$ cat config.mk
export PLATFORM = sky130hd
export DESIGN_NAME = hazard_stall_unit_flat
export DESIGN_NICKNAME = d
export VERILOG_FILES = /design/src/rtl/hazard_stall_unit_if.sv /design/src/rtl/hazard_stall_unit.sv /design/src/flat_wrapper.sv
export SDC_FILE = /design/constraint.sdc
export NUM_CORES = 1
export LEC_CHECK = 0
export ABC_AREA = 1
export CORE_ASPECT_RATIO = 0.8
export CORE_UTILIZATION = 38
export CTS_CLUSTER_DIAMETER = 100
export DETAILED_ROUTE_END_ITERATION = 12
export GPL_TIMING_DRIVEN = 0
export PLACE_DENSITY = 0.74
export SKIP_CTS_REPAIR_TIMING = 1
export SLEW_MARGIN = 20
export SYNTH_ARGS = -nofsm -noshare
export SYNTH_HDL_FRONTEND = slang
export SYNTH_SLANG_ARGS = --single-unit
$ cat constraint.sdc
create_clock -name clk -period 1.35 [get_ports clk]
set_clock_uncertainty 0.15 [all_clocks]
set_input_delay 0.135 -clock clk [delete_from_list [all_inputs] [get_ports clk]]
set_output_delay 0.135 -clock clk [all_outputs]
set_load 0.02 [all_outputs]
$ cat src/rtl/hazard_stall_unit_if.sv
// Hazard control bundle between the pipeline and the stall unit.
// Carries ID/EX hazard inputs, the multi-cycle handshake and stage controls.
interface hazard_stall_unit_if;
    logic [4:0]  ID_rs1;
    logic [4:0]  ID_rs2;
    logic        ID_use_rs1;
    logic        ID_use_rs2;
    logic        EX_MemRead;
    logic [4:0]  EX_rd;
    logic        EX_branch_taken;
    logic        EX_mc_start;
    logic        mc_done;
    logic        PC_Write;
    logic        IFID_Write;
    logic        IFID_Flush;
    logic        IDEX_Bubble;
    logic        EX_Hold;
    logic        MEM_Bubble;
    logic        mc_timeout;
`ifdef HAZARD_STALL_CNT_EN
    logic [31:0] stall_cycles;
`endif

    modport master (
        output ID_rs1, ID_rs2, ID_use_rs1, ID_use_rs2,
        output EX_MemRead, EX_rd, EX_branch_taken,
        output EX_mc_start, mc_done,
        input  PC_Write, IFID_Write, IFID_Flush,
        input  IDEX_Bubble, EX_Hold, MEM_Bubble, mc_timeout
`ifdef HAZARD_STALL_CNT_EN
        , input stall_cycles
`endif
    );

    modport slave (
        input  ID_rs1, ID_rs2, ID_use_rs1, ID_use_rs2,
        input  EX_MemRead, EX_rd, EX_branch_taken,
        input  EX_mc_start, mc_done,
        output PC_Write, IFID_Write, IFID_Flush,
        output IDEX_Bubble, EX_Hold, MEM_Bubble, mc_timeout
`ifdef HAZARD_STALL_CNT_EN
        , output stall_cycles
`endif
    );
endinterface

$ cat src/rtl/hazard_stall_unit.sv
// Stall/flush controller: load-use bubble, branch flush, multi-cycle freeze
// with watchdog. Ports: clk, rst_n (async low), hz (hazard_stall_unit_if.slave).
// Optional macro HAZARD_STALL_CNT_EN adds the saturating hz.stall_cycles counter.
module hazard_stall_unit #(
    parameter int MC_TIMEOUT = 64
) (
    input  logic                 clk,
    input  logic                 rst_n,
    hazard_stall_unit_if.slave   hz
);
    typedef enum logic [1:0] {
        IDLE    = 2'd0,
        MC_BUSY = 2'd1,
        FAULT   = 2'd2
    } state_e;

    localparam int CW = $clog2(MC_TIMEOUT);
    localparam logic [CW-1:0] CNT_MAX = CW'(MC_TIMEOUT - 1);

    state_e        state_q, state_d;
    logic [CW-1:0] cnt_q, cnt_d;

    logic load_use;
    logic pc_write, ifid_write, ifid_flush;
    logic idex_bubble, ex_hold, mem_bubble, timeout;

    always_comb begin
        load_use = hz.EX_MemRead && (hz.EX_rd != 5'd0) &&
                   ((hz.ID_use_rs1 && (hz.EX_rd == hz.ID_rs1)) ||
                    (hz.ID_use_rs2 && (hz.EX_rd == hz.ID_rs2)));
    end

    always_comb begin
        state_d     = state_q;
        cnt_d       = cnt_q;
        pc_write    = 1'b1;
        ifid_write  = 1'b1;
        ifid_flush  = 1'b0;
        idex_bubble = 1'b0;
        ex_hold     = 1'b0;
        mem_bubble  = 1'b0;
        timeout     = 1'b0;
        case (state_q)
            IDLE: begin
                if (hz.EX_branch_taken) begin
                    ifid_flush  = 1'b1;
                    idex_bubble = 1'b1;
                end else if (hz.EX_mc_start) begin
                    ex_hold    = 1'b1;
                    mem_bubble = 1'b1;
                    pc_write   = 1'b0;
                    ifid_write = 1'b0;
                    state_d    = MC_BUSY;
                    cnt_d      = '0;
                end else if (load_use) begin
                    pc_write    = 1'b0;
                    ifid_write  = 1'b0;
                    idex_bubble = 1'b1;
                end
            end
            MC_BUSY: begin
                if (hz.mc_done) begin
                    // Result lands this cycle; EX advances normally.
                    state_d = IDLE;
                    if (load_use) begin
                        pc_write    = 1'b0;
                        ifid_write  = 1'b0;
                        idex_bubble = 1'b1;
                    end
                end else begin
                    ex_hold    = 1'b1;
                    mem_bubble = 1'b1;
                    pc_write   = 1'b0;
                    ifid_write = 1'b0;
                    cnt_d      = cnt_q + 1'b1;
                    if (cnt_q == CNT_MAX) begin
                        state_d = FAULT;
                    end
                end
            end
            FAULT: begin
                pc_write   = 1'b0;
                ifid_write = 1'b0;
                ex_hold    = 1'b1;
                mem_bubble = 1'b1;
                timeout    = 1'b1;
            end
            default: begin
                state_d = IDLE;
                cnt_d   = '0;
            end
        endcase
    end

    always_ff @(posedge clk or negedge rst_n) begin
        if (!rst_n) begin
            state_q <= IDLE;
            cnt_q   <= '0;
        end else begin
            state_q <= state_d;
            cnt_q   <= cnt_d;
        end
    end

    // Reset overrides the outputs immediately, independent of clk.
    always_comb begin
        if (!rst_n) begin
            hz.PC_Write    = 1'b0;
            hz.IFID_Write  = 1'b0;
            hz.IFID_Flush  = 1'b0;
            hz.IDEX_Bubble = 1'b1;
            hz.EX_Hold     = 1'b0;
            hz.MEM_Bubble  = 1'b0;
            hz.mc_timeout  = 1'b0;
        end else begin
            hz.PC_Write    = pc_write;
            hz.IFID_Write  = ifid_write;
            hz.IFID_Flush  = ifid_flush;
            hz.IDEX_Bubble = idex_bubble;
            hz.EX_Hold     = ex_hold;
            hz.MEM_Bubble  = mem_bubble;
            hz.mc_timeout  = timeout;
        end
    end

`ifdef HAZARD_STALL_CNT_EN
    logic [31:0] stall_q, stall_d;

    // Fault cycles are not stalls worth counting; saturate instead of wrap.
    always_comb begin
        stall_d = stall_q;
        if (!pc_write && (state_q != FAULT) &&
            (stall_q != 32'hFFFF_FFFF)) begin
            stall_d = stall_q + 32'd1;
        end
    end

    always_ff @(posedge clk or negedge rst_n) begin
        if (!rst_n) begin
            stall_q <= '0;
        end else begin
            stall_q <= stall_d;
        end
    end

    assign hz.stall_cycles = stall_q;
`endif
endmodule

$ cat src/flat_wrapper.sv
// flat-port wrapper written by rule: the top's interface ports become plain ports
module hazard_stall_unit_flat 
#(
    parameter int MC_TIMEOUT = 64
)
  (clk, rst_n, hz_ID_rs1, hz_ID_rs2, hz_ID_use_rs1, hz_ID_use_rs2, hz_EX_MemRead, hz_EX_rd, hz_EX_branch_taken, hz_EX_mc_start, hz_mc_done, hz_PC_Write, hz_IFID_Write, hz_IFID_Flush, hz_IDEX_Bubble, hz_EX_Hold, hz_MEM_Bubble, hz_mc_timeout);
  hazard_stall_unit_if hz_i ();
  input  logic clk;
  input  logic rst_n;
  input wire logic [$bits(hz_i.ID_rs1)-1:0] hz_ID_rs1;
  input wire logic [$bits(hz_i.ID_rs2)-1:0] hz_ID_rs2;
  input wire logic [$bits(hz_i.ID_use_rs1)-1:0] hz_ID_use_rs1;
  input wire logic [$bits(hz_i.ID_use_rs2)-1:0] hz_ID_use_rs2;
  input wire logic [$bits(hz_i.EX_MemRead)-1:0] hz_EX_MemRead;
  input wire logic [$bits(hz_i.EX_rd)-1:0] hz_EX_rd;
  input wire logic [$bits(hz_i.EX_branch_taken)-1:0] hz_EX_branch_taken;
  input wire logic [$bits(hz_i.EX_mc_start)-1:0] hz_EX_mc_start;
  input wire logic [$bits(hz_i.mc_done)-1:0] hz_mc_done;
  output wire logic [$bits(hz_i.PC_Write)-1:0] hz_PC_Write;
  output wire logic [$bits(hz_i.IFID_Write)-1:0] hz_IFID_Write;
  output wire logic [$bits(hz_i.IFID_Flush)-1:0] hz_IFID_Flush;
  output wire logic [$bits(hz_i.IDEX_Bubble)-1:0] hz_IDEX_Bubble;
  output wire logic [$bits(hz_i.EX_Hold)-1:0] hz_EX_Hold;
  output wire logic [$bits(hz_i.MEM_Bubble)-1:0] hz_MEM_Bubble;
  output wire logic [$bits(hz_i.mc_timeout)-1:0] hz_mc_timeout;
  assign hz_i.ID_rs1 = hz_ID_rs1;
  assign hz_i.ID_rs2 = hz_ID_rs2;
  assign hz_i.ID_use_rs1 = hz_ID_use_rs1;
  assign hz_i.ID_use_rs2 = hz_ID_use_rs2;
  assign hz_i.EX_MemRead = hz_EX_MemRead;
  assign hz_i.EX_rd = hz_EX_rd;
  assign hz_i.EX_branch_taken = hz_EX_branch_taken;
  assign hz_i.EX_mc_start = hz_EX_mc_start;
  assign hz_i.mc_done = hz_mc_done;
  assign hz_PC_Write = hz_i.PC_Write;
  assign hz_IFID_Write = hz_i.IFID_Write;
  assign hz_IFID_Flush = hz_i.IFID_Flush;
  assign hz_IDEX_Bubble = hz_i.IDEX_Bubble;
  assign hz_EX_Hold = hz_i.EX_Hold;
  assign hz_MEM_Bubble = hz_i.MEM_Bubble;
  assign hz_mc_timeout = hz_i.mc_timeout;
  hazard_stall_unit #(.MC_TIMEOUT(MC_TIMEOUT)) u_core (.clk(clk), .rst_n(rst_n), .hz(hz_i));
endmodule
Word-level counts from Yosys, hierarchy flattened --
Cells that the tools add are included.
Cells by class: bitwise operators 1, multiplexer cells 31, add/subtract/negate cells 1, eq/ne operators 9, reductions and logical operators 9
Operators with widths (number):
- $mux W1 | 19
- $mux W6 | 3
- $pmux W6 S3 | 1
- $eq A5 B5 Y1 | 2
- $mux W2 | 4
- $reduce_and A4 Y1 | 2
- $add A6 B1 Y6 const B | 1
- $eq A6 B6 Y1 const B | 1
- $ne A2 B2 Y1 const B | 3
- $pmux W1 S3 | 2
- $pmux W2 S3 | 1
- $reduce_bool A5 Y1 | 1
- $logic_and A1 B1 Y1 | 4
- $ne A3 B2 Y1 const B | 1
- $eq A2 B1 Y1 const B | 1
- $eq A2 B2 Y1 const B | 1
- $logic_not A2 Y1 | 1
- $pmux W1 S2 | 1
- $logic_or A1 B1 Y1 | 1
- $not A1 Y1 | 1
Storage, ports and cells: input bits 23, register bits 8, logic and storage cells 53, output and inout bits 7

Depth between registers and ports, before layout --
Gate-level depths: netlist of run 1.
word-level depth 9, depth in mapped cells 10, depth with buffers taken out 9

Worst setup path before layout of run 1 --
OpenSTA, ideal clock, no wires.
path type register to output, start reg u_core.state_q[1], end out hz_PC_Write, data arrival time 1505 ps, slack -440 ps, stages on the path, launching flop included 7, path through dfrtp_1 -> nor2_4 -> inv_2 -> o21ai_2 -> nand2_1 -> a21oi_1 -> buf_4
On the way: word-level cells in the longest chain between the ends 3, elaborated cells on any way between the ends 5, those cells by class eq/ne: 2; mux: 2; reduce/logical: 1
Ends and longest elaborated chain:
- start, declared | RTL line hazard_stall_unit.sv:20 | state_e state_q, state_d;
- start signal, assigned | RTL line hazard_stall_unit.sv:100 | state_q <= state_d;
- $eq A2 B2 Y1 (tied with other cells)
- $pmux W1 S3 (*)
- $mux W1 (*)
- end, declared | RTL line flat_wrapper.sv:19 | output wire logic [$bits(hz_i.PC_Write)-1:0] hz_PC_Write;
Every way passes the cells marked *; elsewhere a longest branch is shown, timed or not.

Worst setup path after layout of run 1 --
start reg u_core.state_q[0], end out hz_MEM_Bubble
On the way: word-level cells in the longest chain between the ends 3, elaborated cells on any way between the ends 5, those cells by class eq/ne: 2; mux: 2; reduce/logical: 1
Ends and longest elaborated chain:
- $eq A2 B2 Y1 (tied with other cells) | RTL line hazard_stall_unit.sv:43 | case (state_q)
- $pmux W1 S3 (*) | RTL line hazard_stall_unit.sv:43
- $mux W1 (*) | RTL line hazard_stall_unit.sv:107 | if (!rst_n) begin
- end, declared | RTL line flat_wrapper.sv:24 | output wire logic [$bits(hz_i.MEM_Bubble)-1:0] hz_MEM_Bubble;
Marks and branches as above.

==> reports/results.ini, run 1 <==
[sta]
finalHoldViolations=0
fin_crit_ps=1900
slew_violations=0
fmax_ghz=0.526
maxSlewHeadroom=0.711
layout_worst_path_cycle_share=1.41
fin_ws_ps=-552
finalSetupViolations=14
rsz0062_at_grt=true
worst_pin_slew_ps=432
hold_ws_ps=216
finalSetupTns_ps=-3650

[logic_synthesis]
synth_seq_cells=8
synthCells=126
yosys-top-cells-count=nand2_1 (41), inv_1 (24), nor2_1 (15)
yosysMostFrequentCell=nand2_1
syn_area_um2=767
synth_edf_count=0
seq_area_frac_synth=0.261
synth_top_cell_area_share=0.261
synth.net_count=150
yosysTopAreaCell=dfrtp_1
synth.distinct_cells=22
yosysWarnings=0
avgSynthCellArea_um2=6.09
synth_ff_type=dfrtp_1
async_reset_ff_frac=1.00
ys_top_cells_by_area=dfrtp_1 (26%), nand2_1 (20%), inv_1 (12%)

[floorplan]
coreArea_um2=1890
die_h_um=42.2
start_util=0.405
ioPinCount=30
placementRows=14
die_w_um=52.2
die-area_um2=2200

[worst_setup_path]
cp_cell_sequence=inv_4, nor2_4, inv_4, nor2_4, inv_2, a31oi_4, buf_6, buf_6
r2r_start=u_core.state_q[0]
startpoint=u_core.state_q[0]
reg2reg_slack_ps=-180
critPathTopFamily=buffers and inverters
required_ps=1070
endpoint_kind=primary output
worstSetupPathType=reg -> out
rr_worst_depth=8
slowest_stage=dfrtp_2
worstPathMaxFanout=4
startpoint_type=flop
critPathMaxStageDelay_ps=420
reg2reg_to=u_core.cnt_q[2]
critPathArrivalTime_ps=1620
worst-path-buf-inv=5

[detailed_routing]
drt_pass1_iterations=4
drc=0
wire_per_inst_um=12.3
avgViaCountPerCell=4.75
drt_first_iter_violations=27
via_count=931
wirelength_um=2420
ant_nets=0

[global_routing]
grt_pass1_wl_um=3050
gr-usage-all-layers=0.192
gr-total-overflow=0
grt_antenna_before_repair=0
grt_max_degree=11
grt_pass1_vias=742

[pwr]
powerDensity_nw_per_um2=469
power.leakage_nw=0.714
peakVddDrop_mv=0.442

[placement]
place_congestion=0.812
io_buffers=29
hpwl_um=1500

[outcome]
status=finished, violations left
failed_checks=setup timing

[flow_run]
cap_violations=0

[clock_network]
insertion_delay_ps=280
numCtsBuffers=3
clock_path_buffers=2
root_buffer=clkbuf_4
clk_pin_slew_worst_paths_ps=70
cts_tree=built
htreeDepth=1
cts.sinks=8

[cells_and_area]
final_nets=197
final_util=0.725
drive_gt1_frac=0.337
n_antenna_cell=0
syn2layout_area_growth_pct=78.8

[hold_path]
hold_class=in -> async

-- cells in the final DEF, fill, tap and decap left out, types with 2 or more instances in the layout --
cell type / instances
nor2_1: 7
dfrtp_1: 6
nand3_1: 4
a21oi_4: 2
nand2_2: 3
nand2_1: 38
o21ai_4: 2
inv_4: 2
nor2_2: 7
inv_2: 2
inv_1: 23
clkbuf_4: 3
nor2_4: 3
xor2_1: 2
clkbuf_2: 2
dfrtp_2: 2
o21ai_0: 5
clkdlybuf4s50_1: 15
nand4_1: 2
buf_4: 11
dlymetal6s2s_1: 6
nand3_2: 4
buf_6: 8
-- state kept, by name, indices dropped and copies added, names as in the netlist --
| register | count |
|---|---|
| u_core.state_q | 2 |
| u_core.cnt_q | 6 |
-- final cells by class --
| class | count | area (um2) |
|---|---|---|
| buffer | 2 | 22.5 |
| fill | 137 | 520 |
| tap | 24 | 30.0 |
| clock buffer | 4 | 26.3 |
| timing repair buffer | 42 | 400 |
| sequential | 8 | 203 |
| multi-input combinational | 89 | 583 |
| inverter | 27 | 106 |
-- power by group --
| part | switching, mW | internal [mW] | total, mW |
|---|---|---|---|
| Clock | 0.106 | 0.114 | 0.220 |
| Combinational | 0.0889 | 0.0944 | 0.183 |
| Sequential | 0 | 0.240 | 0.240 |
| Total | 0.195 | 0.448 | 0.643 |
-- worst reg2reg max path, stage by stage, from the launching register on --
cell and delay, ps:
dfrtp_2 420, inv_4 50, buf_4 130, nand2_4 100
o21ai_4 80, a21oi_4 220, inv_2 100, nand2_1 100
o31ai_2 70
-- routing by layer --
metal	share of wire	wire, um	up-vias	GRT usage
li1	-	-	481	-
met1	0.40	971	417	0.239
met2	0.53	1280	27	0.300
met3	0.048	115	6	0.0543
met4	0.020	48	0	0.0947
met5	0	0	-	0
-- worst max path at each step --
stage / to / slack (ps) / cells after the start
after floorplan: hz_PC_Write / -230 / 6
after global placement: hz_MEM_Bubble / -990 / 5
after detailed placement: hz_MEM_Bubble / -1010 / 5
after CTS: hz_PC_Write / -1100 / 8
after global routing: hz_PC_Write / -660 / 12
final: hz_MEM_Bubble / -550 / 8
-- logic make-up (layout without fill, tap and decap cells) --
kind of cell,Yosys count,after routing,share of synthesized area
buffers and inverters,29,75,0.152
DFF,8,8,0.261
xor gates and xnor gates,3,3,0.0343
adders and majority gates,1,1,0.0163
and+or+nand+nor,71,71,0.403
AOI/OAI and AO/OA,14,14,0.134
-- stage by stage --
| step | setup slack [ps] | total power [mW] | cell area [um2] | std cells |
|---|---|---|---|---|
| floorplan | -231 | 0.308 | 803 | 126 |
| CTS | -1100 | 0.621 | 1150 | 183 |
| detailed placement | -1010 | 0.408 | 1120 | 179 |
| global placement | -991 | 0.404 | 1120 | 179 |
| finish | -552 | 0.643 | 1370 | 196 |
| global route | -655 | 0.682 | 1370 | 196 |
(Power assumes the default switching activity.)
==> inputs of run 2 (changes only) <==
--- a/config.mk
+++ b/config.mk
@@ -7,6 +7,7 @@
 export LEC_CHECK = 0
 export ABC_AREA = 1
 export CORE_ASPECT_RATIO = 0.8
+export CORE_MARGIN = 2
 export CORE_UTILIZATION = 38
 export CTS_CLUSTER_DIAMETER = 100
 export DETAILED_ROUTE_END_ITERATION = 12
==> reports/results.ini, run 2 (same netlist as run 1, synthesis figures left out) <==
[cells_and_area]
stdcell_area_um2=1320  ; was 1370 um2
syn2layout_area_growth_pct=72.1  ; was 78.8%
reg.largest.list=u_core.cnt_q (6), u_core.state_q (2)  ; unchanged
final_nets=194  ; was 197
regMostFlops=u_core.cnt_q  ; unchanged
largest_register_ffs=6  ; unchanged
n_antenna_cell=0  ; unchanged
drive_gt1_frac=0.296  ; was 0.337
final_common_cell=nand2_1  ; unchanged
layout_common_cells=nand2_1 (36), inv_1 (23), clkdlybuf4s50_1 (16)  ; was nand2_1 (38), inv_1 (23), clkdlybuf4s50_1 (15)

[clock_network]
clock_path_buffers=2  ; unchanged
cts.sinks=8  ; unchanged
htreeDepth=1  ; unchanged
numCtsBuffers=3  ; unchanged
clk_pin_slew_worst_paths_ps=60  ; was 70 ps
root_buffer=clkbuf_4  ; unchanged
cts_tree=built  ; unchanged
insertion_delay_ps=260  ; was 280 ps

[worst_setup_path]
worstPathMaxFanout=4  ; unchanged
worstSetupPathType=reg -> out  ; unchanged
critPathTopFamily=flip-flops  ; was buffers and inverters
startpoint_type=flop  ; unchanged
endpoint_kind=primary output  ; unchanged
critPathMaxStageDelay_ps=440  ; was 420 ps
cp_cell_sequence=inv_4, nor2_4, inv_4, nor2_4, inv_2, a31oi_4, buf_6, buf_6  ; unchanged
critPathArrivalTime_ps=1600  ; was 1620 ps
slowest_stage=dfrtp_2  ; unchanged
required_ps=1070  ; about the same
worst-path-buf-inv=5  ; unchanged

[detailed_routing]
via_count=894  ; was 931
drt_first_iter_violations=21  ; was 27
wirelength_um=2010  ; was 2420 um
drt_pass1_iterations=4  ; unchanged
drc=0  ; unchanged
avgViaCountPerCell=4.63  ; was 4.75
ant_nets=0  ; unchanged
wire_per_inst_um=10.4  ; was 12.3 um

[floorplan]
ioPinCount=30  ; unchanged
placementRows=14  ; unchanged
die_h_um=44.2  ; was 42.2 um
coreArea_um2=1890  ; unchanged
die_w_um=54.2  ; was 52.2 um
die-area_um2=2400  ; was 2200 um2
start_util=0.405  ; unchanged

[sta]
fmax_ghz=0.531  ; was 0.526 GHz
rsz0062_at_grt=true  ; unchanged
fin_ws_ps=-532  ; was -552 ps
maxSlewHeadroom=0.736  ; was 0.711
slew_violations=0  ; unchanged
finalHoldViolations=0  ; unchanged
layout_worst_path_cycle_share=1.39  ; was 1.41
fin_crit_ps=1880  ; was 1900 ps
finalSetupViolations=13  ; was 14
worst_pin_slew_ps=394  ; was 432 ps

[global_routing]
gr-total-overflow=0  ; unchanged
grt_pass1_wl_um=3150  ; was 3050 um
grt_max_degree=11  ; unchanged
gr-usage-all-layers=0.178  ; was 0.192
grt_pass1_vias=752  ; was 742
grt_antenna_before_repair=0  ; unchanged

[pwr]
powerDensity_nw_per_um2=461  ; was 469 nW/um2
power.leakage_nw=0.709  ; was 0.714 nW
power.total_mw=0.608  ; was 0.643 mW
peakVddDrop_mv=0.446  ; was 0.442 mV

[placement]
place_congestion=0.873  ; was 0.812
hpwl_um=1510  ; was 1500 um
io_buffers=29  ; unchanged
postPlaceCellArea_um2=1120  ; unchanged

[outcome]
failed_checks=setup timing  ; unchanged
status=finished, violations left  ; unchanged

[flow_run]
cap_violations=0  ; unchanged

[hold_path]
hold_class=in -> async  ; unchanged

==> run 2: changes by cell type in the layout (fill, tap and decap cells not counted), moves of 2 or more <==
| cell | delta |
|---|---|
| nand2_1 | -2 |
| nand3_1 | +2 |
| nand2_2 | +2 |
| nor2_2 | -5 |
| nor2_1 | +4 |
==> run 2: final timing paths <==
check / cells after the start / slack (ps) / startpoint / to
hold reg to reg: 2 / 360 / u_core.cnt_q[1] / u_core.cnt_q[1]
min in group clk: 2 / 360 / u_core.cnt_q[1] / u_core.cnt_q[1]
setup reg to reg: 6 / -190 / u_core.state_q[0] / u_core.cnt_q[2]
setup / recovery: 8 / -530 / u_core.state_q[0] / hz_MEM_Bubble
hold / removal: 2 / 220 / rst_n / u_core.cnt_q[5]
max in group asynchronous: 2 / 530 / rst_n / u_core.state_q[0]
==> run 2: metal layers <==
| layer | GRT usage | vias up | wire length (um) |
|---|---|---|---|
| li1 | - | 473 | - |
| met3 | 0.0507 | 0 | 138 |
| met5 | 0 | - | 0 |
| met1 | 0.230 | 395 | 885 |
| met4 | 0.0150 | 0 | 0 |
| met2 | 0.306 | 26 | 985 |
==> run 2: final cells by class <==
class                   count  area, um2
multi-input cells          89        548
flip-flops and latches      8        203
repair buffers             39        385
fillers                   153        572
well taps                  24       30.0
plain buffers               2       18.8
inverters                  27        109
clock buffers               4       26.3
==> run 2: where the power goes <==
part / total, mW / switching [mW] / internal [mW]
combinational: 0.167 / 0.0767 / 0.0906
clock: 0.201 / 0.0875 / 0.113
sequential: 0.240 / 0 / 0.240
==> run 2: metrics by stage <==
step	util	hold slack, ps	cells	setup TNS [ps]	setup WS [ps]
final	0.698	220	193	-3620	-532
after global routing	0.698	237	193	-4470	-593
after CTS	0.608	45.5	183	-7300	-1110
after detailed placement	0.594	332	179	-7720	-993
after global placement	0.594	329	179	-7510	-991
after floorplan	-	-311	126	-531	-231
